**config.mk**
```make
export PLATFORM = sky130hd
export DESIGN_NAME = x_move_driver
export DESIGN_NICKNAME = d
export VERILOG_FILES = /design/src/rtl/x_move_driver.sv
export SDC_FILE = /design/constraint.sdc
export NUM_CORES = 1
export LEC_CHECK = 0
export BUFFER_PORTS_ARGS = -buffer_cell sky130_fd_sc_hd__buf_4
export CORE_MARGIN = 2
export CORE_UTILIZATION = 65
export DETAILED_ROUTE_END_ITERATION = 10
export PLACE_DENSITY = 0.87
export SLEW_MARGIN = 20
export SYNTH_ARGS = -nofsm -noshare
export SYNTH_HDL_FRONTEND = slang
export SYNTH_SLANG_ARGS = --single-unit
```
**constraint.sdc**
```tcl
create_clock -name clk -period 4.3 [get_ports clk]
set_clock_uncertainty 0.05 [all_clocks]
set_input_delay 0.215 -clock clk [delete_from_list [all_inputs] [get_ports clk]]
set_output_delay 0.215 -clock clk [all_outputs]
set_load 0.02 [all_outputs]
```
**src/rtl/x_move_driver.sv**
```systemverilog
// Autonomous X player for the tic-tac-toe core: picks a legal square,
// strobes it on xin/Go and waits for the core to commit it.
module x_move_driver #(
  parameter int GO_WIDTH    = 1,
  parameter int ACK_TIMEOUT = 8
) (
  input  logic       clk,
  input  logic       reset,
  input  logic       en,
  input  logic [8:0] xin_star,
  input  logic [8:0] oin_star,
  input  logic       playing_game,
  input  logic       bad_move,
  input  logic       win_game,
  input  logic       lose_game,
  input  logic       draw_game,
  output logic [8:0] xin,
  output logic       Go,
  output logic       busy,
  output logic [3:0] move_cnt,
  output logic       err
);

  typedef enum logic [2:0] {
    IDLE, WAIT_TURN, SETUP, PULSE, WAIT_ACK, DONE
  } state_t;

  localparam logic [2:0] PW_LAST  = 3'(GO_WIDTH - 1);
  localparam logic [7:0] TMO_LAST = 8'(ACK_TIMEOUT - 1);

  function automatic logic [8:0] line_mask(input int i);
    logic [8:0] m;
    case (i)
      0:       m = 9'b111_000_000;
      1:       m = 9'b000_111_000;
      2:       m = 9'b000_000_111;
      3:       m = 9'b100_100_100;
      4:       m = 9'b010_010_010;
      5:       m = 9'b001_001_001;
      6:       m = 9'b100_010_001;
      default: m = 9'b001_010_100;
    endcase
    return m;
  endfunction

  function automatic logic [3:0] pop9(input logic [8:0] v);
    logic [3:0] n;
    n = '0;
    for (int i = 0; i < 9; i++) n = n + {3'b0, v[i]};
    return n;
  endfunction

  // First line holding two of 'own' plus an empty cell; returns that cell.
  function automatic logic [8:0] two_in_line(
    input logic [8:0] own,
    input logic [8:0] occ
  );
    logic [8:0] m;
    logic       hit;
    m   = '0;
    hit = 1'b0;
    for (int i = 0; i < 8; i++) begin
      if (!hit && pop9(own & line_mask(i)) == 4'd2 &&
          (line_mask(i) & ~occ) != 9'd0) begin
        m   = line_mask(i) & ~occ;
        hit = 1'b1;
      end
    end
    return m;
  endfunction

  state_t     r_state, w_state_n;
  logic [8:0] r_xin, w_xin_n;
  logic       r_go, w_go_n;
  logic       r_busy, w_busy_n;
  logic [3:0] r_cnt, w_cnt_n;
  logic       r_err, w_err_n;
  logic [7:0] r_tmo, w_tmo_n;
  logic [2:0] r_pw, w_pw_n;

  logic [8:0] w_occ, w_win, w_blk, w_move;
  logic       w_over, w_xturn, w_ack;

  assign w_occ   = xin_star | oin_star;
  assign w_win   = two_in_line(xin_star, w_occ);
  assign w_blk   = two_in_line(oin_star, w_occ);
  assign w_over  = win_game | lose_game | draw_game;
  assign w_xturn = playing_game & ~w_over &
                   (pop9(xin_star) == pop9(oin_star));
  assign w_ack   = (xin_star & r_xin) != 9'd0;

  always_comb begin
    w_move = '0;
    if      (w_win != 9'd0) w_move = w_win;
    else if (w_blk != 9'd0) w_move = w_blk;
    else if (!w_occ[4])     w_move = 9'b000_010_000;
    else if (!w_occ[8])     w_move = 9'b100_000_000;
    else if (!w_occ[6])     w_move = 9'b001_000_000;
    else if (!w_occ[2])     w_move = 9'b000_000_100;
    else if (!w_occ[0])     w_move = 9'b000_000_001;
    else if (!w_occ[7])     w_move = 9'b010_000_000;
    else if (!w_occ[5])     w_move = 9'b000_100_000;
    else if (!w_occ[3])     w_move = 9'b000_001_000;
    else if (!w_occ[1])     w_move = 9'b000_000_010;
  end

  always_comb begin
    w_state_n = r_state;
    w_xin_n   = r_xin;
    w_go_n    = 1'b0;
    w_cnt_n   = r_cnt;
    w_err_n   = r_err;
    w_tmo_n   = r_tmo;
    w_pw_n    = r_pw;
    if (!en) begin
      w_state_n = IDLE;
      w_xin_n   = '0;
    end else begin
      case (r_state)
        IDLE: begin
          w_state_n = WAIT_TURN;
          w_cnt_n   = '0;
          w_err_n   = 1'b0;
          w_xin_n   = '0;
        end
        WAIT_TURN: begin
          if (w_over) begin
            w_state_n = DONE;
          end else if (w_xturn) begin
            if (w_move == 9'd0) begin
              w_err_n   = 1'b1;
              w_state_n = DONE;
            end else begin
              w_xin_n   = w_move;
              w_state_n = SETUP;
            end
          end
        end
        SETUP: begin
          w_state_n = PULSE;
          w_go_n    = 1'b1;
          w_pw_n    = '0;
        end
        PULSE: begin
          if (r_pw == PW_LAST) begin
            w_state_n = WAIT_ACK;
            w_tmo_n   = '0;
          end else begin
            w_go_n = 1'b1;
            w_pw_n = r_pw + 3'd1;
          end
        end
        WAIT_ACK: begin
          // A commit seen together with bad_move still counts as accepted.
          if (w_ack) begin
            w_cnt_n   = (r_cnt == 4'd5) ? r_cnt : r_cnt + 4'd1;
            w_xin_n   = '0;
            w_state_n = WAIT_TURN;
          end else if (bad_move || r_tmo == TMO_LAST) begin
            w_err_n   = 1'b1;
            w_xin_n   = '0;
            w_state_n = DONE;
          end else begin
            w_tmo_n = r_tmo + 8'd1;
          end
        end
        DONE: begin
          w_xin_n = '0;
        end
        default: begin
          w_state_n = IDLE;
          w_xin_n   = '0;
        end
      endcase
    end
    w_busy_n = (w_state_n != IDLE) && (w_state_n != DONE);
  end

  always_ff @(posedge clk or negedge reset) begin
    if (!reset) begin
      r_state <= IDLE;
      r_xin   <= '0;
      r_go    <= 1'b0;
      r_busy  <= 1'b0;
      r_cnt   <= '0;
      r_err   <= 1'b0;
      r_tmo   <= '0;
      r_pw    <= '0;
    end else begin
      r_state <= w_state_n;
      r_xin   <= w_xin_n;
      r_go    <= w_go_n;
      r_busy  <= w_busy_n;
      r_cnt   <= w_cnt_n;
      r_err   <= w_err_n;
      r_tmo   <= w_tmo_n;
      r_pw    <= w_pw_n;
    end
  end

  assign xin      = r_xin;
  assign Go       = r_go;
  assign busy     = r_busy;
  assign move_cnt = r_cnt;
  assign err      = r_err;

endmodule
```
Word level (Yosys, flattened, before mapping)

Index checks and enable logic that the tools add are counted.

Memory bits (read-only): 0
Output and inout bits: 16
Memory bits (writable): 0
Register bits after elaboration: 30
Input bits: 26
Memories: 0
Bits in latches: 0

Order comparisons: 0
Bitwise logic cells: 24
Add/subtract/negate cells: 47
Reduce and logical (&&, ||, !) cells: 71
Equality and inequality tests: 40
Shift operators: 0
Muxes and demuxes: 90
$mul: 0
Div/mod/pow operators: 0

Operator list:

| cell                  | number |
|---|---|
| $mux W9               | 42 |
| $and A9 B9 Y9         | 17 |
| $reduce_bool A9 Y1    | 11 |
| $mux W8               | 7 |
| $add A2 B1 Y3         | 16 |
| $eq A3 B2 Y1 const B  | 16 |
| $add A4 B1 Y4         | 10 |
| $add A1 B1 Y2         | 16 |
| $logic_and A1 B1 Y1   | 31 |
| $pmux W9 S3           | 1 |
| $mux W3               | 8 |
| $ne A2 B2 Y1 const B  | 11 |
| $mux W1               | 21 |
| $pmux W3 S6           | 1 |
| $pmux W8 S2           | 1 |
| $logic_not A1 Y1      | 14 |
| $mux W4               | 3 |
| $ne A3 B3 Y1 const B  | 4 |
| $reduce_and A5 Y1     | 2 |
| $logic_not A9 Y1      | 1 |
| $not A9 Y9            | 1 |
| $or A9 B9 Y9          | 1 |
| $add A3 B1 Y4         | 2 |
| $add A8 B1 Y8 const B | 1 |
| other kinds (26)      | 34 |

Longest topological paths before layout

Gate-level depths: netlist of run 1.

Depth after elaboration: 46
Gate-level depth with buffers: 15

Least setup slack after synthesis of run 1

No wires, ideal clock.

Path kind: in2reg
Start point: in oin_star[0]
End point: reg r_tmo[7]
Cell stages on the path: 15
Setup time: 0.131 ns
Setup slack: -0.007 ns
Path buffers: 1
Arrival time: 4.126 ns
Required time: 4.119 ns
Cells stage by stage: fa_1 -> fa_1 -> inv_1 -> fa_1 -> fa_1 -> xor2_1 -> xnor2_1 -> nand4_1 -> o31a_1 -> o21ba_2 -> or4_1 -> clkbuf_1 -> nor4_1 -> xnor2_1 -> nor2_1

RTL lines:

| element              | RTL line | source |
|---|---|---|
| start, declared      | 11       | `input logic [8:0] oin_star,` |
| end signal, assigned | 196      | `r_tmo <= w_tmo_n;` |
| end, declared        | 78       | `logic [7:0] r_tmo, w_tmo_n;` |

Worst setup path in the final report of run 1

Start point: in xin_star[2]
End point: reg r_tmo[7]

Longest elaborated chain between the ends: 4

Ends and longest elaborated chain:

| element                     | RTL line | source |
|---|---|---|
| start, declared             | 10       | `input logic [8:0] xin_star,` |
| $and A9 B9 Y9               | 90       | `assign w_ack = (xin_star & r_xin) != 9'd0;` |
| $reduce_bool A9 Y1          | 90       |  |
| $ne A2 B2 Y1 (no line)      | -        |  |
| $reduce_and A5 Y1 (no line) | -        |  |

No other way between the ends.
A chain may end at the register's enable or synchronous reset.

==> results of run 1 <==
==> path summary, 6_finish.rpt <==
path / end / startpoint / slack (ns) / depth (start not counted)
worst min register to register: r_pw[0]$_DFFE_PN0P_ / r_pw[0]$_DFFE_PN0P_ / 0.49 / 1
min in group asynchronous: r_state[0]$_DFF_PN0_ / reset / 0.33 / 2
worst max register to register: r_tmo[7]$_DFFE_PN0P_ / r_tmo[0]$_DFFE_PN0P_ / 1.26 / 11
worst max-delay path: r_tmo[7]$_DFFE_PN0P_ / xin_star[2] / -0.07 / 16
worst min-delay path: r_state[2]$_DFF_PN0_ / draw_game / 0.23 / 3
max in group asynchronous: xin[7]$_DFFE_PN0P_ / reset / 3.58 / 2
==> state kept, by name, indices dropped and copies added, names as in the netlist <==
register	cells
Go	1
busy	1
err	1
move_cnt	4
r_pw	3
r_state	3
r_tmo	8
xin	9
==> power by group through the flow <==
stage / combinational, mW / sequential (mW) / clock [mW]
floorplan: 0.420 / 0.325 / 0
global placement: 0.561 / 0.327 / 0
detailed placement: 0.597 / 0.329 / 0
CTS: 0.604 / 0.324 / 0.235
global route: 0.709 / 0.328 / 0.252
finish: 0.652 / 0.327 / 0.240
==> cells in the mapped netlist (all sizes together), types with 10 or more instances <==
master   n
nand2   46
inv     45
nor2    36
dfrtp   30
o21ai   29
fa      24
nand3   18
a21oi   16
nor3    15
clkbuf  12
a32oi   10
o31ai   10
==> cell usage in the layout, fill, tap and decap left out, types with 4 or more instances in the layout <==
cell       n
clkbuf_8   6
xor2_1     6
buf_4     60
dfrtp_1   30
a31oi_1    8
nor2b_1    8
nor3_2     4
buf_6      4
o41ai_1    5
o21a_1     5
ha_1       9
fa_2       5
fa_1      19
inv_1     44
o21ai_1    9
nand4_1    9
a32oi_1   10
nor2_1    32
o211ai_1   6
o22ai_1    6
nor3_1    11
nor2_2     4
o21ai_0   19
a21oi_1   16
o311a_1    5
nand2b_1   4
o31ai_1    9
nand3_1   18
nand2_1   45
a41oi_1    5
or2_2      5
xnor2_1    7
==> cells by family (layout without fill, tap and decap cells) <==
logic type / count (synthesis) / after routing / share of synthesized area
mux: 1 / 1 / 0.00263
xor+xnor: 13 / 13 / 0.0299
compound gates: 156 / 156 / 0.336
flops: 30 / 30 / 0.197
fa+ha+maj: 33 / 33 / 0.156
simple gates: 161 / 161 / 0.209
buf+inv: 63 / 119 / 0.0690
==> per-layer routing <==
metal	wire length, um	vias to the layer above	track usage
li1	-	1821	-
met4	731	0	0.234
met3	1230	90	0.0708
met5	0	-	0
met2	6240	323	0.684
met1	4600	1957	0.457
==> metrics by stage <==
stage          total power [mW]  hold WS [ns]  std cells  TNS [ns]
4_1_cts                    1.16         0.221        581   -0.0476
3_3_place_gp              0.888         0.100        572     -1.12
3_5_place_dp              0.926         0.107        572     -2.06
2_1_floorplan             0.745        -0.131        457         0
5_1_grt                    1.29         0.250        585    -0.786
6_report                   1.22         0.227        585   -0.0722
==> layout make-up <==
class / count / area [um2] / area share
Multi-Input combinational cell: 364 / 2850 / 0.639
Inverter: 45 / 169 / 0.0379
Tap cell: 72 / 90.1 / 0.0202
Timing Repair Buffer: 66 / 510 / 0.114
Sequential cell: 30 / 751 / 0.168
Clock inverter: 1 / 5.00 / 0.00112
Clock buffer: 7 / 86.3 / 0.0193
==> tightest hold or removal path, cell delays in order <==
cell and delay [ns]:
buf_4 0.08, nor3_1 0.08, a41oi_2 0.16
==> what timing repair did <==
action                                 in CTS  in global routing
resized for setup                           2                 15
setup endpoints to repair                   5                  6
cloned                                      0                  1
setup buffers                               0                  3
endpoints found under the hold margin      30                  0
hold buffers                                1                  0
pin swaps                                   1                 17
==> results_dict.tcl, run 1 <==
set metrics [dict create \
    clk_pin_slew_ns 0.07 \
    route.detailed.drc 0 \
    place_congestion 1.00 \
    drt_pass1_iterations 7 \
    clock.fmax_ghz 0.229 \
    p_leak_nw 1.95 \
    ir_drop_v 0.000259 \
    finalHoldViolCount 0 \
    crit_type "input port to register" \
    nets 571 \
    ys_ff_latch 30 \
    synth_top_cell_by_area "dfrtp_1" \
    dieHeight_um 80.5 \
    p_sw_frac 0.440 \
    cts_sinks 30 \
    initial_utilization 0.683 \
    outcome "finished with violations" \
    cts_root_buf "clkbuf_8" \
    diodes 0 \
    grt_pass1_wl_um 19700 \
    place_ws_ns -0.390 \
    drive_gt1_frac 0.240 \
    cp.arrival_ns 4.47 \
    drt-initial-drc-count 394 \
    crit_slowest_cell "fa_1" \
    worstMarginPinSlew_ns 0.907 \
    setup_ws_ns -0.0661 \
    clock_power_share 0.197 \
    place.port_buffers 41 \
    synth_edf_count 0 \
    cts-buffers-inserted 5 \
    p_int_mw 0.683 \
    totalWireLength_um 12800 \
    rsz0062_at_grt "yes" \
    failed_checks "negative setup slack" \
    fill_cells 380 \
    dpl.hpwl_um 9630 \
    critPathCaptureType "register" \
    die_w_um 80.5 \
    postLayoutCoreUtil 0.800 \
    cts_max_level 2 \
    ant_nets 0 \
    placed_cell_area_um2 4270 \
    syn_area_per_cell_um2 8.33 \
    cts_tree "built" \
    clk_path_buf_depth 2 \
    max_stage_delay_ns 0.53 \
    clk_latency_ns 0.29 \
    path_buf_inv 3 \
    maxSlewHeadroom 0.391 \
    crit_path_max_fanout 5 \
    core_um2 5570 \
    areaGrowthSynthToFinish_pct 17.2 \
    vias_per_cell 7.16 \
    power_switching_mw 0.536 \
    synth-main-ff-cell "dfrtp_1" \
    min_path_type "input port to register" \
    wl_per_cell_um 21.9 \
    grt_pass1_vias 4149 \
    period_share 1.02 \
    synthCells 457 \
    io_pins 42 \
    seq_area_frac_synth 0.197 \
    cp_top_family "adder cells" \
    power_frac_comb 0.535 \
    seqPwrFrac 0.268 \
    critPathLaunchType "input port" \
    power.density_nw_per_um2 273 \
    ys_async_sr_fraction 1.00 \
    rows 27 \
    vias 4191 \
    cap_violations 0 \
    synth_nets 516 \
    finalSetupViolCount 2 \
    gr-total-overflow 0 \
    synthDominantCellAreaShare 0.197 \
    yosys_warnings 0 \
    final_area_um2 4460 \
    antenna_found_initial 0 \
    synth_cell_types 84 \
    fin_crit_ns 4.37 \
    track_usage 0.397 \
    grt_max_degree 31 \
    slew_viol_final 0 \
    syn-cell-area_um2 3810 \
    cp_cell_sequence "buf_6 > fa_1 > fa_1 > inv_2 > fa_2 > fa_2 > xor2_1 > xnor2_1 > nand4_1 > o31a_1 > o21ba_4 > or4_4 > buf_6 > nor4_4 > xnor2_1 > nor2_1" \
    dieArea_um2 6480 \
    synthTopCellsByArea "dfrtp_1 (20%), fa_1 (13%), inv_1 (4.4%), nand2_1 (4.4%), nor2_1 (3.2%)" \
    worstPathRequired_ns 4.41 \
]
Note: power is estimated with default switching activity, not from simulation.
==> run 2, diff against run 1 <==
- SETUP_SLACK_MARGIN: not set -> 0.05
==> results_dict.tcl, run 2 (synthesized netlist as in run 1, its figures left out) <==
set metrics [dict create \
    rsz0062_at_grt "yes" \
    drt-initial-drc-count 641 \
    cts_tree "built" \
    route.detailed.drc 0 \
    cp.arrival_ns 4.35 \
    ant_nets 0 \
    io_pins 42 \
    min_path_type "input port to register" \
    cts_root_buf "clkbuf_8" \
    finalSetupViolCount 0 \
    fin_crit_ns 4.25 \
    p_leak_nw 1.93 \
    power.density_nw_per_um2 267 \
    vias 4167 \
    ir_drop_v 0.000172 \
    final_cells 582 \
    hold_depth 3 \
    placed_cells 572 \
    clk_path_buf_depth 2 \
    initial_utilization 0.683 \
    die_w_um 80.5 \
    worstHoldEndpoint "r_state[2]$_DFF_PN0_" \
    reg2reg_to "r_tmo[7]$_DFFE_PN0P_" \
    critPathLaunchType "input port" \
    clk_latency_ns 0.29 \
    totalWireLength_um 12200 \
    slew_viol_final 0 \
    diodes 0 \
    cts_sinks 30 \
    outcome "finished clean" \
    finalHoldViolCount 0 \
    grt_pass1_vias 3850 \
    grt_pass1_wl_um 19100 \
    crit_path_max_fanout 8 \
    maxSlewHeadroom 0.414 \
    dieArea_um2 6480 \
    final_common_cell "buf_4" \
    clk_pin_slew_ns 0.07 \
    core_um2 5570 \
    cts_max_level 2 \
    hp-start "win_game" \
    setup_ws_ns 0.0538 \
    rr_worst_depth 10 \
    critPathCaptureType "register" \
    period_share 0.987 \
    antenna_found_initial 0 \
    gr-total-overflow 0 \
    place.port_buffers 41 \
    clock.fmax_ghz 0.236 \
    place_congestion 1.03 \
    drt_pass1_iterations 6 \
    grt_max_degree 31 \
    dpl.hpwl_um 9550 \
    crit_type "input port to register" \
    areaGrowthSynthToFinish_pct 15.9 \
    ff2ff_setup_slack_ns 1.32 \
    drive_gt1_frac 0.233 \
    track_usage 0.387 \
    layout_common_cells "buf_4 (63), inv_1 (45), nand2_1 (45)" \
    largest_reg_flops 9 \
    cts-buffers-inserted 5 \
    place_ws_ns -0.369 \
    vias_per_cell 7.16 \
    cap_violations 0 \
    wl_per_cell_um 21.0 \
    regToRegStartpoint "r_tmo[0]$_DFFE_PN0P_" \
    dieHeight_um 80.5 \
    nets 569 \
    rows 27 \
    worstMarginPinSlew_ns 0.878 \
    worstPathRequired_ns 4.40 \
]
-- run 2: cell count changes in the layout (fill, tap and decap cells not counted), sizes merged --
cell    before  now
clkinv       1    2
clkbuf       7    5
buf         65   63
-- run 2: power breakdown --
group | internal [mW] | switching (mW)
Combinational | 0.251 | 0.381
Clock | 0.108 | 0.114
Sequential | 0.302 | 0.0236
-- run 2: worst max-delay path by stage --
stage | cells after the start | startpoint | slack, ns | end
floorplan | 15 | oin_star[0] | 0.06 | r_tmo[7]$_DFFE_PN0P_
global placement | 15 | xin_star[0] | -0.25 | r_tmo[7]$_DFFE_PN0P_
detailed placement | 15 | xin_star[0] | -0.37 | r_tmo[5]$_DFFE_PN0P_
CTS | 15 | xin_star[0] | 0.05 | r_tmo[5]$_DFFE_PN0P_
global route | 15 | oin_star[2] | -0.06 | r_tmo[7]$_DFFE_PN0P_
finish | 15 | oin_star[2] | 0.05 | r_tmo[7]$_DFFE_PN0P_
-- run 2: final cells by class --
type	instances	area (um2)
tap	72	90.1
sequential	30	751
inverter	45	169
fill	401	1160
multi-input combinational	364	2840
clock inverter	2	10.0
timing repair buffer	64	483
clock buffer	5	68.8
-- run 2: routing by layer --
layer | share of wire | global-route usage | wire length (um) | vias to the layer above
met2 | 0.45 | 0.608 | 5530 | 320
met3 | 0.12 | 0.0798 | 1470 | 58
li1 | - | - | - | 1824
met5 | 0 | 0 | 0 | -
met1 | 0.39 | 0.526 | 4780 | 1965
met4 | 0.035 | 0.146 | 422 | 0
-- run 2: worst max-delay path, cell delays in order --
cell	delay [ns]
buf_4	0.12
fa_1	0.53
fa_1	0.53
inv_1	0.05
fa_2	0.35
fa_2	0.54
xor2_1	0.07
nor2_1	0.12
nand4_1	0.11
o31a_1	0.28
o21ba_2	0.23
or4_4	0.61
nor4_4	0.30
xnor2_1	0.19
nor2_1	0.10
-- run 2: repair_timing --
action                                 CTS  global route
gates resized for setup                  1             8
pin swaps                                0             6
buffers inserted                         0             2
endpoints found under the hold margin   30             0
hold buffers                             1             0
setup endpoints to repair                6             6
-- run 2: through the flow --
stage               power, mW   util  hold slack, ns  setup TNS, ns  area (um2)
detailed placement      0.928  0.765           0.118          -2.13        4270
global placement        0.900  0.765           0.107          -1.30        4270
CTS                      1.15  0.782           0.223              0        4360
finish                   1.18  0.792           0.228              0        4410
global route             1.24  0.792           0.238        -0.0560        4410
floorplan               0.745      -          -0.131              0        3810
==> run 3, diff against run 2 <==
- REMOVE_ABC_BUFFERS: not set -> 1
==> results_dict.tcl, run 3 (synthesized netlist as in run 1, its figures left out) <==
set metrics [dict create \
    wl_per_cell_um 20.6 \
    cts_max_level 2 \
    cts_sinks 30 \
    die_w_um 80.5 \
    regToRegStartpoint "r_tmo[0]$_DFFE_PN0P_" \
    clk_path_buf_depth 2 \
    worstMarginPinSlew_ns 1.04 \
    dieArea_um2 6480 \
    crit_start "oin_star[0]" \
    final_area_um2 4410 \
    final_common_cell "buf_4" \
    ff2ff_setup_slack_ns 1.32 \
    vias_per_cell 7.02 \
    p_leak_nw 1.93 \
    min_path_type "input port to register" \
    ir_drop_v 0.000188 \
    vias 4081 \
    layout_common_cells "buf_4 (60), inv_1 (45), nand2_1 (45)" \
    cts_root_buf "clkbuf_8" \
    crit_type "input port to register" \
    finalHoldViolCount 0 \
    cts-buffers-inserted 5 \
    holdWs_ns 0.227 \
    route.detailed.drc 0 \
    drt_pass1_iterations 7 \
    place_congestion 0.996 \
    initial_utilization 0.683 \
    fin_total_pwr_mw 1.19 \
    finalSetupViolCount 0 \
    rows 27 \
    fin_tns_setup_ns 0 \
    fin_crit_ns 4.17 \
    grt_max_degree 31 \
    critPathLaunchType "input port" \
    diodes 0 \
    clock.fmax_ghz 0.240 \
    dpl.hpwl_um 9180 \
    grt_pass1_wl_um 19500 \
    io_pins 42 \
    drt-initial-drc-count 500 \
    hp-start "en" \
    ant_nets 0 \
    crit_path_max_fanout 5 \
    outcome "finished clean" \
    place.port_buffers 41 \
    track_usage 0.389 \
    clk_pin_slew_ns 0.07 \
    p_sw_frac 0.436 \
    areaGrowthSynthToFinish_pct 15.9 \
    power_frac_comb 0.518 \
    fill_cells 390 \
    cts_tree "built" \
    grt_pass1_vias 4033 \
    nets 567 \
    slew_viol_final 0 \
    clock_power_share 0.210 \
    gr-total-overflow 0 \
    totalWireLength_um 12000 \
    worstPathRequired_ns 4.42 \
    power.density_nw_per_um2 270 \
    period_share 0.970 \
    seqPwrFrac 0.272 \
    p_int_mw 0.671 \
    antenna_found_initial 0 \
    dieHeight_um 80.5 \
    final_cells 581 \
    critPathCaptureType "register" \
    core_um2 5570 \
    cap_violations 0 \
    maxSlewHeadroom 0.303 \
    largest_reg_flops 9 \
    drive_gt1_frac 0.226 \
    clk_latency_ns 0.29 \
    placed_cells 571 \
    cp.arrival_ns 4.29 \
    power_switching_mw 0.519 \
    placed_cell_area_um2 4250 \
]
run 3: cell type report:
| type | count | area, um2 | area share |
|---|---|---|---|
| Sequential cell | 30 | 751 | 0.170 |
| Inverter | 45 | 169 | 0.0383 |
| Clock inverter | 2 | 12.5 | 0.00284 |
| Timing Repair Buffer | 61 | 460 | 0.104 |
| Multi-Input combinational cell | 365 | 2850 | 0.645 |
| Clock buffer | 6 | 82.6 | 0.0187 |
| Tap cell | 72 | 90.1 | 0.0204 |
run 3: power by group through the flow:
stage	combinational, mW	clock, mW	sequential (mW)
floorplan	0.402	0	0.328
global placement	0.561	0	0.327
detailed placement	0.582	0	0.329
CTS	0.588	0.245	0.324
global route	0.673	0.261	0.327
finish	0.616	0.250	0.324
run 3: critical path, stage by stage:
cell and delay (ns):
buf_4 0.12, fa_2 0.50, fa_1 0.53, inv_1 0.06, fa_2 0.36, fa_1 0.39, xor2_1 0.16, xnor2_1 0.18
nand4_1 0.17, o31a_1 0.30, o21ba_2 0.24, or4_4 0.60, nor3_1 0.26, xnor2_1 0.16, nor2_1 0.05
run 3: worst paths after layout:
check                           cells after the start                       to
worst min-delay path                                3     r_state[0]$_DFF_PN0_
worst min register to register                      1     r_tmo[0]$_DFFE_PN0P_
worst max register to register                     10           busy$_DFF_PN0_
max in group asynchronous                           2       xin[1]$_DFFE_PN0P_
min in group asynchronous                           2  move_cnt[2]$_DFFE_PN0P_
worst max-delay path                               15     r_tmo[4]$_DFFE_PN0P_
run 3: routing by layer:
metal,GRT usage,vias up,share of wire
met2,0.651,264,0.47
met1,0.490,1943,0.40
met3,0.0764,59,0.086
met5,0,-,0
li1,-,1815,-
met4,0.163,0,0.040
run 3: what timing repair did:
| action | CTS | global route |
|---|---|---|
| hold buffers | 1 | 0 |
| gates cloned | 0 | 1 |
| pin swaps | 1 | 6 |
| resized for setup | 2 | 8 |
| hold endpoints to repair | 30 | 0 |
| setup buffers | 0 | 0 |
| setup endpoints to repair | 6 | 6 |
run 3: per-stage QoR:
step	util	setup slack, ns
global placement	0.763	-0.301
finish	0.791	0.128
floorplan	-	0.0122
CTS	0.784	0.0551
global route	0.791	-0.0262
detailed placement	0.763	-0.426
